--- src/rtl/memory_controller_pipe_if.sv ---
// BRAM-side bus of the memory controller pipe.
// master: controller (en/we/addr/din out, dout in); slave: BRAM.
interface memory_controller_pipe_if #(
    parameter int DATA_W = 16,
    parameter int ADDR_W = 16
);
    logic              bram_en;
    logic              bram_we;
    logic [ADDR_W-1:0] bram_addr;
    logic [DATA_W-1:0] bram_din;
    logic [DATA_W-1:0] bram_dout;

    modport master (
        output bram_en,
        output bram_we,
        output bram_addr,
        output bram_din,
        input  bram_dout
    );

    modport slave (
        input  bram_en,
        input  bram_we,
        input  bram_addr,
        input  bram_din,
        output bram_dout
    );
endinterface

--- src/rtl/memory_controller_pipe.sv ---
// A/D/M register file with M backed by a pipelined BRAM read.
// Ports: clk, rst (async high), reg_{a,d,m}_en + data_in write strobes,
// reg_{a,d,m}_out values, m_valid, stall, bram (master modport).
module memory_controller_pipe #(
    parameter int DATA_W = 16,
    parameter int ADDR_W = 16,
    parameter int RD_LAT = 1
) (
    input  logic                      clk,
    input  logic                      rst,
    input  logic                      reg_a_en,
    input  logic                      reg_d_en,
    input  logic                      reg_m_en,
    input  logic [DATA_W-1:0]         data_in,
    output logic [DATA_W-1:0]         reg_a_out,
    output logic [DATA_W-1:0]         reg_d_out,
    output logic [DATA_W-1:0]         reg_m_out,
    output logic                      m_valid,
    output logic                      stall,
    memory_controller_pipe_if.master  bram
);

    typedef enum logic [1:0] {
        IDLE,
        RD_ISSUE,
        RD_WAIT,
        CAPTURE
    } state_t;

    localparam logic [1:0] CNT_INIT = 2'(RD_LAT - 1);

    state_t      state;
    logic [1:0]  cnt;

    logic [ADDR_W-1:0] a_lo;
    logic [ADDR_W-1:0] new_lo;
    logic              same_addr;

    // Only the low ADDR_W bits of A select a BRAM word, so the
    // forwarding compare ignores the upper bits as well.
    assign a_lo      = reg_a_out[ADDR_W-1:0];
    assign new_lo    = data_in[ADDR_W-1:0];
    assign same_addr = (new_lo == a_lo);

    always_ff @(posedge clk or posedge rst) begin
        if (rst) begin
            state          <= IDLE;
            cnt            <= '0;
            reg_a_out      <= '0;
            reg_d_out      <= '0;
            reg_m_out      <= '0;
            m_valid        <= 1'b0;
            stall          <= 1'b0;
            bram.bram_en   <= 1'b0;
            bram.bram_we   <= 1'b0;
            bram.bram_addr <= '0;
            bram.bram_din  <= '0;
        end else begin
            // Enables are single-cycle pulses unless re-armed below.
            bram.bram_en <= 1'b0;
            bram.bram_we <= 1'b0;

            if (reg_d_en) begin
                reg_d_out <= data_in;
            end

            unique case (state)
                IDLE: begin
                    unique case (1'b1)
                        // M write to the current A, then reload A.
                        // Same word: the written value is already
                        // the new M, so no read is needed.
                        (reg_m_en && reg_a_en && same_addr): begin
                            bram.bram_en   <= 1'b1;
                            bram.bram_we   <= 1'b1;
                            bram.bram_addr <= a_lo;
                            bram.bram_din  <= data_in;
                            reg_m_out      <= data_in;
                            reg_a_out      <= data_in;
                            m_valid        <= 1'b1;
                        end
                        // Different word: the write occupies the
                        // BRAM this cycle, the read follows.
                        (reg_m_en && reg_a_en && !same_addr): begin
                            bram.bram_en   <= 1'b1;
                            bram.bram_we   <= 1'b1;
                            bram.bram_addr <= a_lo;
                            bram.bram_din  <= data_in;
                            reg_m_out      <= data_in;
                            reg_a_out      <= data_in;
                            m_valid        <= 1'b0;
                            stall          <= 1'b1;
                            state          <= RD_ISSUE;
                        end
                        (reg_m_en && !reg_a_en): begin
                            bram.bram_en   <= 1'b1;
                            bram.bram_we   <= 1'b1;
                            bram.bram_addr <= a_lo;
                            bram.bram_din  <= data_in;
                            reg_m_out      <= data_in;
                        end
                        // A-only: the read is issued on this edge.
                        (reg_a_en && !reg_m_en): begin
                            bram.bram_en   <= 1'b1;
                            bram.bram_addr <= new_lo;
                            reg_a_out      <= data_in;
                            m_valid        <= 1'b0;
                            stall          <= 1'b1;
                            cnt            <= CNT_INIT;
                            state          <= RD_WAIT;
                        end
                        default: begin
                        end
                    endcase
                end
                RD_ISSUE: begin
                    bram.bram_en   <= 1'b1;
                    bram.bram_addr <= a_lo;
                    cnt            <= CNT_INIT;
                    state          <= RD_WAIT;
                end
                RD_WAIT: begin
                    if (cnt == 2'd0) begin
                        state <= CAPTURE;
                    end else begin
                        cnt <= cnt - 2'd1;
                    end
                end
                CAPTURE: begin
                    reg_m_out <= bram.bram_dout;
                    m_valid   <= 1'b1;
                    stall     <= 1'b0;
                    state     <= IDLE;
                end
                default: begin
                    stall <= 1'b0;
                    state <= IDLE;
                end
            endcase
        end
    end

endmodule
--- src/flat_wrapper.sv ---
// flat-port wrapper written by rule: the top's interface ports become plain ports
module memory_controller_pipe_flat 
#(
    parameter int DATA_W = 16,
    parameter int ADDR_W = 16,
    parameter int RD_LAT = 1
)
  (clk, rst, reg_a_en, reg_d_en, reg_m_en, data_in, reg_a_out, reg_d_out, reg_m_out, m_valid, stall, bram_bram_en, bram_bram_we, bram_bram_addr, bram_bram_din, bram_bram_dout);
  memory_controller_pipe_if #(.DATA_W(DATA_W), .ADDR_W(ADDR_W)) bram_i ();
  input  logic clk;
  input  logic rst;
  input  logic reg_a_en;
  input  logic reg_d_en;
  input  logic reg_m_en;
  input  logic [DATA_W-1:0] data_in;
  output logic [DATA_W-1:0] reg_a_out;
  output logic [DATA_W-1:0] reg_d_out;
  output logic [DATA_W-1:0] reg_m_out;
  output logic m_valid;
  output logic stall;
  output wire logic [$bits(bram_i.bram_en)-1:0] bram_bram_en;
  output wire logic [$bits(bram_i.bram_we)-1:0] bram_bram_we;
  output wire logic [$bits(bram_i.bram_addr)-1:0] bram_bram_addr;
  output wire logic [$bits(bram_i.bram_din)-1:0] bram_bram_din;
  input wire logic [$bits(bram_i.bram_dout)-1:0] bram_bram_dout;
  assign bram_bram_en = bram_i.bram_en;
  assign bram_bram_we = bram_i.bram_we;
  assign bram_bram_addr = bram_i.bram_addr;
  assign bram_bram_din = bram_i.bram_din;
  assign bram_i.bram_dout = bram_bram_dout;
  memory_controller_pipe #(.DATA_W(DATA_W), .ADDR_W(ADDR_W), .RD_LAT(RD_LAT)) u_core (.clk(clk), .rst(rst), .reg_a_en(reg_a_en), .reg_d_en(reg_d_en), .reg_m_en(reg_m_en), .data_in(data_in), .reg_a_out(reg_a_out), .reg_d_out(reg_d_out), .reg_m_out(reg_m_out), .m_valid(m_valid), .stall(stall), .bram(bram_i));
endmodule
--- config.mk ---
export PLATFORM = sky130hd
export DESIGN_NAME = memory_controller_pipe_flat
export DESIGN_NICKNAME = d
export VERILOG_FILES = /design/src/rtl/memory_controller_pipe_if.sv /design/src/rtl/memory_controller_pipe.sv /design/src/flat_wrapper.sv
export SDC_FILE = /design/constraint.sdc
export NUM_CORES = 1
export LEC_CHECK = 0
export ABC_AREA = 1
export CAP_MARGIN = 20
export CORE_MARGIN = 2
export CORE_UTILIZATION = 68
export CTS_CLUSTER_DIAMETER = 60
export DETAILED_ROUTE_END_ITERATION = 16
export DONT_BUFFER_PORTS = 1
export PLACE_DENSITY = 0.84
export SLEW_MARGIN = 20
export SYNTH_ARGS = -nofsm -noshare
export SYNTH_HDL_FRONTEND = slang
export SYNTH_SLANG_ARGS = --single-unit
--- constraint.sdc ---
create_clock -name clk -period 4.7 [get_ports clk]
set_input_delay 0.94 -clock clk [delete_from_list [all_inputs] [get_ports clk]]
set_output_delay 0.94 -clock clk [all_outputs]
set_load 0.03 [all_outputs]
; ---- After elaboration in Yosys (flattened, before gate mapping)
; Cells that the tools add are included.
[word_totals]
regBits = 88
inputBits = 37
[classes]
addsub = 1
eq_ne = 12
mux = 18
reduce_logical = 25
[op_table]
columns = operator, n
row1 = case mux 16 bit (2 select lines), 3
row2 = equality test 16 bit, 1
row3 = two-way mux 16 bit, 1
row4 = AND reduction 2 bit, 7
row5 = case mux 1 bit (2 select lines), 4
row6 = case mux 2 bit (4 select lines), 1
row7 = two-way mux 2 bit, 3
row8 = != test 2 bit (second input constant), 3
row9 = != test 3 x 2 -> 1 bit (second input constant), 2
row10 = case mux 2 bit (3 select lines), 1
row11 = OR reduction 3 bit, 2
row12 = logical AND 1 bit, 5
row13 = equality test 2 bit (second input constant), 2
row14 = logical NOT 2 bit, 2
row15 = two-way mux 1 bit, 4
row16 = != test 2 x 1 -> 1 bit (second input constant), 2
row17 = case mux 2 bit (2 select lines), 1
row18 = nonzero test 2 bit, 2
row19 = OR reduction 4 bit, 1
row20 = logical NOT 1 bit, 3
row21 = != test 3 x 1 -> 1 bit (second input constant), 1
row22 = AND reduction 3 bit, 1
row23 = nonzero test 3 bit, 1
row24 = equality test 2 x 1 -> 1 bit (second input constant), 1
row25 = other kinds (2), 2

; ---- Logic depth before layout (Yosys ltp)
[depth]
ltp_word = 6
mapped_depth = 12

; ---- Least setup slack after synthesis
; Ideal clock, no wire load.
[synth_timing]
path_type = input-to-reg
from = in data_in[12]
to = reg u_core.state[1]
setup_time_ns = 0.117
t_arrival_ns = 1.608
t_required_ns = 4.583
slack_ns = 2.975
cell_stages = 11
n_path_buf = 0
path_cell_list = inv_1 nand2_1 nand2_1 nor2_1 nand2_1 nor2_1 nand2_1 nand2_1 nand2_1 nand3_1 nand2_1
[synth_between]
elab_chain_cells = 5
elab_cells_between_ends = 7
[synth_rtl]
columns = element, line_no
row1 = from (decl), flat_wrapper.sv:15  ; input logic [DATA_W-1:0] data_in;
row2 = equality test 16 bit (*), memory_controller_pipe.sv:43  ; assign same_addr = (new_lo == a_lo);
row3 = logical NOT 1 bit (*), memory_controller_pipe.sv:84  ; (reg_m_en && reg_a_en && !same_addr): begin
row4 = logical AND 1 bit (*), memory_controller_pipe.sv:84
row5 = case mux 2 bit (2 select lines) / != test 3 x 1 -> 1 bit (equally long branches), -
row6 = case mux 2 bit (4 select lines) / AND reduction 2 bit (equally long branches), -
row7 = to (signal assigned), memory_controller_pipe.sv:93  ; state <= RD_ISSUE;
row8 = to (signal assigned), memory_controller_pipe.sv:110  ; state <= RD_WAIT;
row9 = to (signal assigned), memory_controller_pipe.sv:120  ; state <= RD_WAIT;
row10 = to (decl), memory_controller_pipe.sv:32  ; state_t state;
; Every way passes the cells marked *; elsewhere a longest branch is shown, timed or not.
; A chain may end at the register's enable or synchronous reset.

; ---- Final worst setup path
[layout_timing]
from = reg u_core.state[0]
to = reg u_core.bram.bram_addr[13]
[layout_between]
elab_chain_cells = 3
elab_cells_between_ends = 6
[layout_rtl]
columns = element, line_no
row1 = from (signal assigned), memory_controller_pipe.sv:47  ; state <= IDLE;
row2 = from (signal assigned), memory_controller_pipe.sv:93
row3 = from (signal assigned), memory_controller_pipe.sv:110
row4 = logical NOT 2 bit / equality test 2 x 1 -> 1 bit (equally long branches), memory_controller_pipe.sv:67  ; unique case (state)
row5 = != test 3 x 2 -> 1 bit (no source line) / nonzero test 2 bit (equally long branches), -
row6 = AND reduction 2 bit (no source line), -
row7 = to (signal assigned), memory_controller_pipe.sv:76  ; bram.bram_addr <= a_lo;
row8 = to (signal assigned), memory_controller_pipe.sv:87  ; bram.bram_addr <= a_lo;
row9 = to (signal assigned), memory_controller_pipe.sv:98  ; bram.bram_addr <= a_lo;
row10 = to (decl), memory_controller_pipe_if.sv:16  ; output bram_addr,
; Several ways; a longest one is shown, not always the timed one.

==> PnR_summary.wiki <==
{| class="wikitable"
! Metric !! Value
|-
| Number of buffers inserted to repair setup after CTS || 0
|-
| Antenna Diode Count || 0
|-
| Most instantiated library cell after synthesis || sky130_fd_sc_hd__nand2_1
|-
| Routed wire length per instance || 16.1 um
|-
| Kind of end point of the critical path || flop
|-
| Maximum number of pins on one net before global-route repair || 64
|-
| Sequential fraction of the synthesis area || 0.538
|-
| Type of element launching the critical path || flop
|-
| Number of clock buffers inserted by TritonCTS || 9
|-
| Worst-case vdd ir drop || 0.000424 V
|-
| Synthesized instance count || 509
|-
| Total negative setup slack || 0 ns
|-
| Standby leakage power || 2.13 nW
|-
| Status || completed
|-
| Area occupied by multi-input gates || 1580 um2
|-
| Share of Yosys cell area claimed by the top area cell type || 0.538
|-
| Residual antenna-violating net count after detailed routing || 0
|-
| Detailed router's first-iteration violation count || 221
|-
| Final cell area excluding filler cells || 4250 um2
|-
| Worst-path maximum fanout || 33
|-
| Most frequently used flop master after synthesis || sky130_fd_sc_hd__dfrtp_1
|-
| FF+latch count, synth || 88
|-
| Storage element area || 2200 um2
|-
| List of most frequent post-synthesis cells || 173 x sky130_fd_sc_hd__nand2_1, 88 x sky130_fd_sc_hd__dfrtp_1, 53 x sky130_fd_sc_hd__nor2_1, 52 x sky130_fd_sc_hd__o21ai_0, 48 x sky130_fd_sc_hd__inv_1
|-
| Post-CTS resize count || 0
|-
| Fmax || 392 MHz
|-
| First-pass GRT wire length || 13.9 mm
|-
| Width of the die || 81.6 um
|-
| Hold buffer count at CTS || 0
|-
| Ratio of cells with drive above 1 in the final layout || 0.0556
|-
| Remaining max-slew budget at the tightest pin || 0.280
|-
| Number of endpoints failing setup at the final stage || 0
|-
| Clock Latency Late Sink || 0.36 ns
|-
| Global route overflow || 0
|-
| Standard cell core area || 5890 um2
|-
| Post-Place Cells || 563
|-
| Floorplan die area || 6660 um2
|-
| FILL cells || 477
|-
| CTS Buffer Depth || 2
|-
| Cell Rows || 28
|-
| Clock slew at the register clock pins of the worst setup and hold paths || 0.09 ns
|-
| Fin Clk Skew || 0.0104 ns
|-
| Non-filler cells, final || 579
|-
| Global placement routability congestion || 0.903
|-
| Synth unique cells || 24
|-
| HPWL Detailed || 6.80 mm
|-
| Final worst path period share || 0.543
|-
| Clock sinks || 88
|-
| Time the worst path needs with I/O delays and setup || 2.55 ns
|-
| Number of buffers inserted by port buffering || 0
|-
| Boundary Pins || 121
|-
| Number of nets at the end of the flow || 541
|-
| Largest cells by area after synthesis || sky130_fd_sc_hd__dfrtp_1 54%, sky130_fd_sc_hd__nand2_1 16%, sky130_fd_sc_hd__o21ai_0 6.4%
|-
| Vias per inst || 5.68
|-
| Final WL || 9.31 mm
|-
| Warning count from the yosys run || 0
|-
| Utilization of the core after routing || 0.723
|-
| Portion of total power attributed to combinational logic || 0.294
|-
| WP data arrival || 2.76 ns
|-
| Via total after detailed routing || 3289
|-
| Combined area of all synthesized cells || 4090 um2
|-
| Data required time of the worst path || 4.90 ns
|-
| Largest area contributor in the netlist || sky130_fd_sc_hd__dfrtp_1
|-
| Slew of the pin with the lowest slew margin || 1.08 ns
|-
| Hold Fails Final Rpt || 0
|-
| Design internal power || 1.62 mW
|-
| Placed instance area || 4060 um2
|-
| Area delta synth->final || 3.88%
|-
| Average cell area after synthesis || 8.04 um2
|-
| Residual DRC || 0
|-
| Areal power density over the cells || 796 nW/um2
|-
| Hold/Removal Path Class || reg2reg
|-
| Critical path class || reg2reg
|-
| Clock tree root buffer cell || sky130_fd_sc_hd__clkbuf_8
|-
| Setup repair after global routing missed its margin || no
|-
| Vias in the first global route || 2961
|-
| GR Util All Layers || 0.280
|-
| Effective utilization at floorplan || 0.696
|-
| Mapped Nets || 551
|-
| Fraction of power spent switching nets || 0.522
|-
| Power dissipated by switching net loads || 1.77 mW
|-
| Async set or reset register ratio after synthesis || 1.00
|-
| Die boundary height || 81.6 um
|-
| Number of antenna violations at the first check in global routing || 0
|-
| First-pass iteration count of the detailed router || 5
|-
| TritonCTS clock tree || done
|-
| Portion of total power attributed to sequential cells || 0.564
|-
| Clock H-tree levels || 3
|-
| EDFF count, synth || 0
|-
| Fin. max-slew vios || 0
|-
| Max-capacitance violation count || 0
|-
| Clock share of power || 0.143
|}
## worst max-delay path, cell delays in order (launching register included)
cell and delay, ns:
sky130_fd_sc_hd__dfrtp_1 0.43, sky130_fd_sc_hd__inv_1 0.11, sky130_fd_sc_hd__ha_1 0.40, sky130_fd_sc_hd__nand2_1 0.62, sky130_fd_sc_hd__nand3_2 0.32, sky130_fd_sc_hd__o31ai_4 0.28, sky130_fd_sc_hd__nand2_1 0.14, sky130_fd_sc_hd__o21ai_0 0.09
## flip-flops by register name, indices dropped and copies added, names as in the netlist, 2 cells and up
signal and count:
u_core.cnt 2, u_core.bram.bram_addr 16, u_core.reg_m_out 16, u_core.reg_a_out 16, u_core.reg_d_out 16, u_core.bram.bram_din 16, u_core.state 2
## routing by layer
layer | global-route usage | share of wire
met2 | 0.438 | 0.44
met5 | 0 | 0
met1 | 0.370 | 0.42
met3 | 0.100 | 0.12
met4 | 0.0833 | 0.017
## logic make-up after synthesis
kind of cell	after synthesis	share of synthesized area
AOI/OAI and AO/OA	104	0.141
adders and majority gates	5	0.0153
buffers and inverters	72	0.0785
DFF	88	0.538
and+or+nand+nor	240	0.227
## power by group through the flow
| stage | Combinational, mW | Sequential, mW | Clock, mW |
|---|---|---|---|
| after detailed placement | 0.980 | 1.92 | 0 |
| after global routing | 1.15 | 1.95 | 0.518 |
| after CTS | 0.988 | 1.91 | 0.482 |
| after global placement | 0.924 | 1.91 | 0 |
| final | 0.993 | 1.91 | 0.483 |
| after floorplan | 0.881 | 1.84 | 0 |
## worst paths after layout
check,start,to,slack (ns),depth (start not counted)
setup reg to reg,u_core.state[0],u_core.bram.bram_addr[13],2.15,7
hold / removal,u_core.state[1],u_core.state[1],0.55,2
setup / recovery,u_core.state[0],u_core.bram.bram_addr[13],2.15,7
hold reg to reg,u_core.state[1],u_core.state[1],0.55,2
min in group asynchronous,rst,u_core.reg_m_out[8],0.58,1
max in group asynchronous,rst,u_core.reg_d_out[11],3.30,2
## layout make-up
cell class,instances,area share
Multi-Input combinational cell,349,0.371
Inverter,50,0.0447
Sequential cell,88,0.518
Clock inverter,6,0.0103
Timing Repair Buffer,1,0.00177
Tap cell,75,0.0221
Clock buffer,10,0.0324
## through the flow
stage / power, mW / hold WS, ns / setup slack [ns]
6_report: 3.38 / 0.548 / 2.15
5_1_grt: 3.62 / 0.572 / 1.88
4_1_cts: 3.38 / 0.549 / 1.89
3_5_place_dp: 2.90 / 0.530 / 1.92
3_3_place_gp: 2.84 / 0.513 / 2.21
2_1_floorplan: 2.72 / 0.490 / 1.48
## cell usage in the layout, fill, tap and decap left out, drive strengths merged
| cell | n |
|---|---|
| buf | 1 |
| nand2 | 176 |
| o31ai | 1 |
| clkinvlp | 4 |
| a31oi | 16 |
| ha | 5 |
| clkinv | 1 |
| a211oi | 1 |
| nor3 | 1 |
| dfrtp | 88 |
| inv | 51 |
| nand3b | 1 |
| o22ai | 1 |
| a21oi | 17 |
| nand3 | 8 |
| clkbuf | 10 |
| o21ai | 68 |
| nor2 | 54 |
Power figures use the tool's default switching activity.
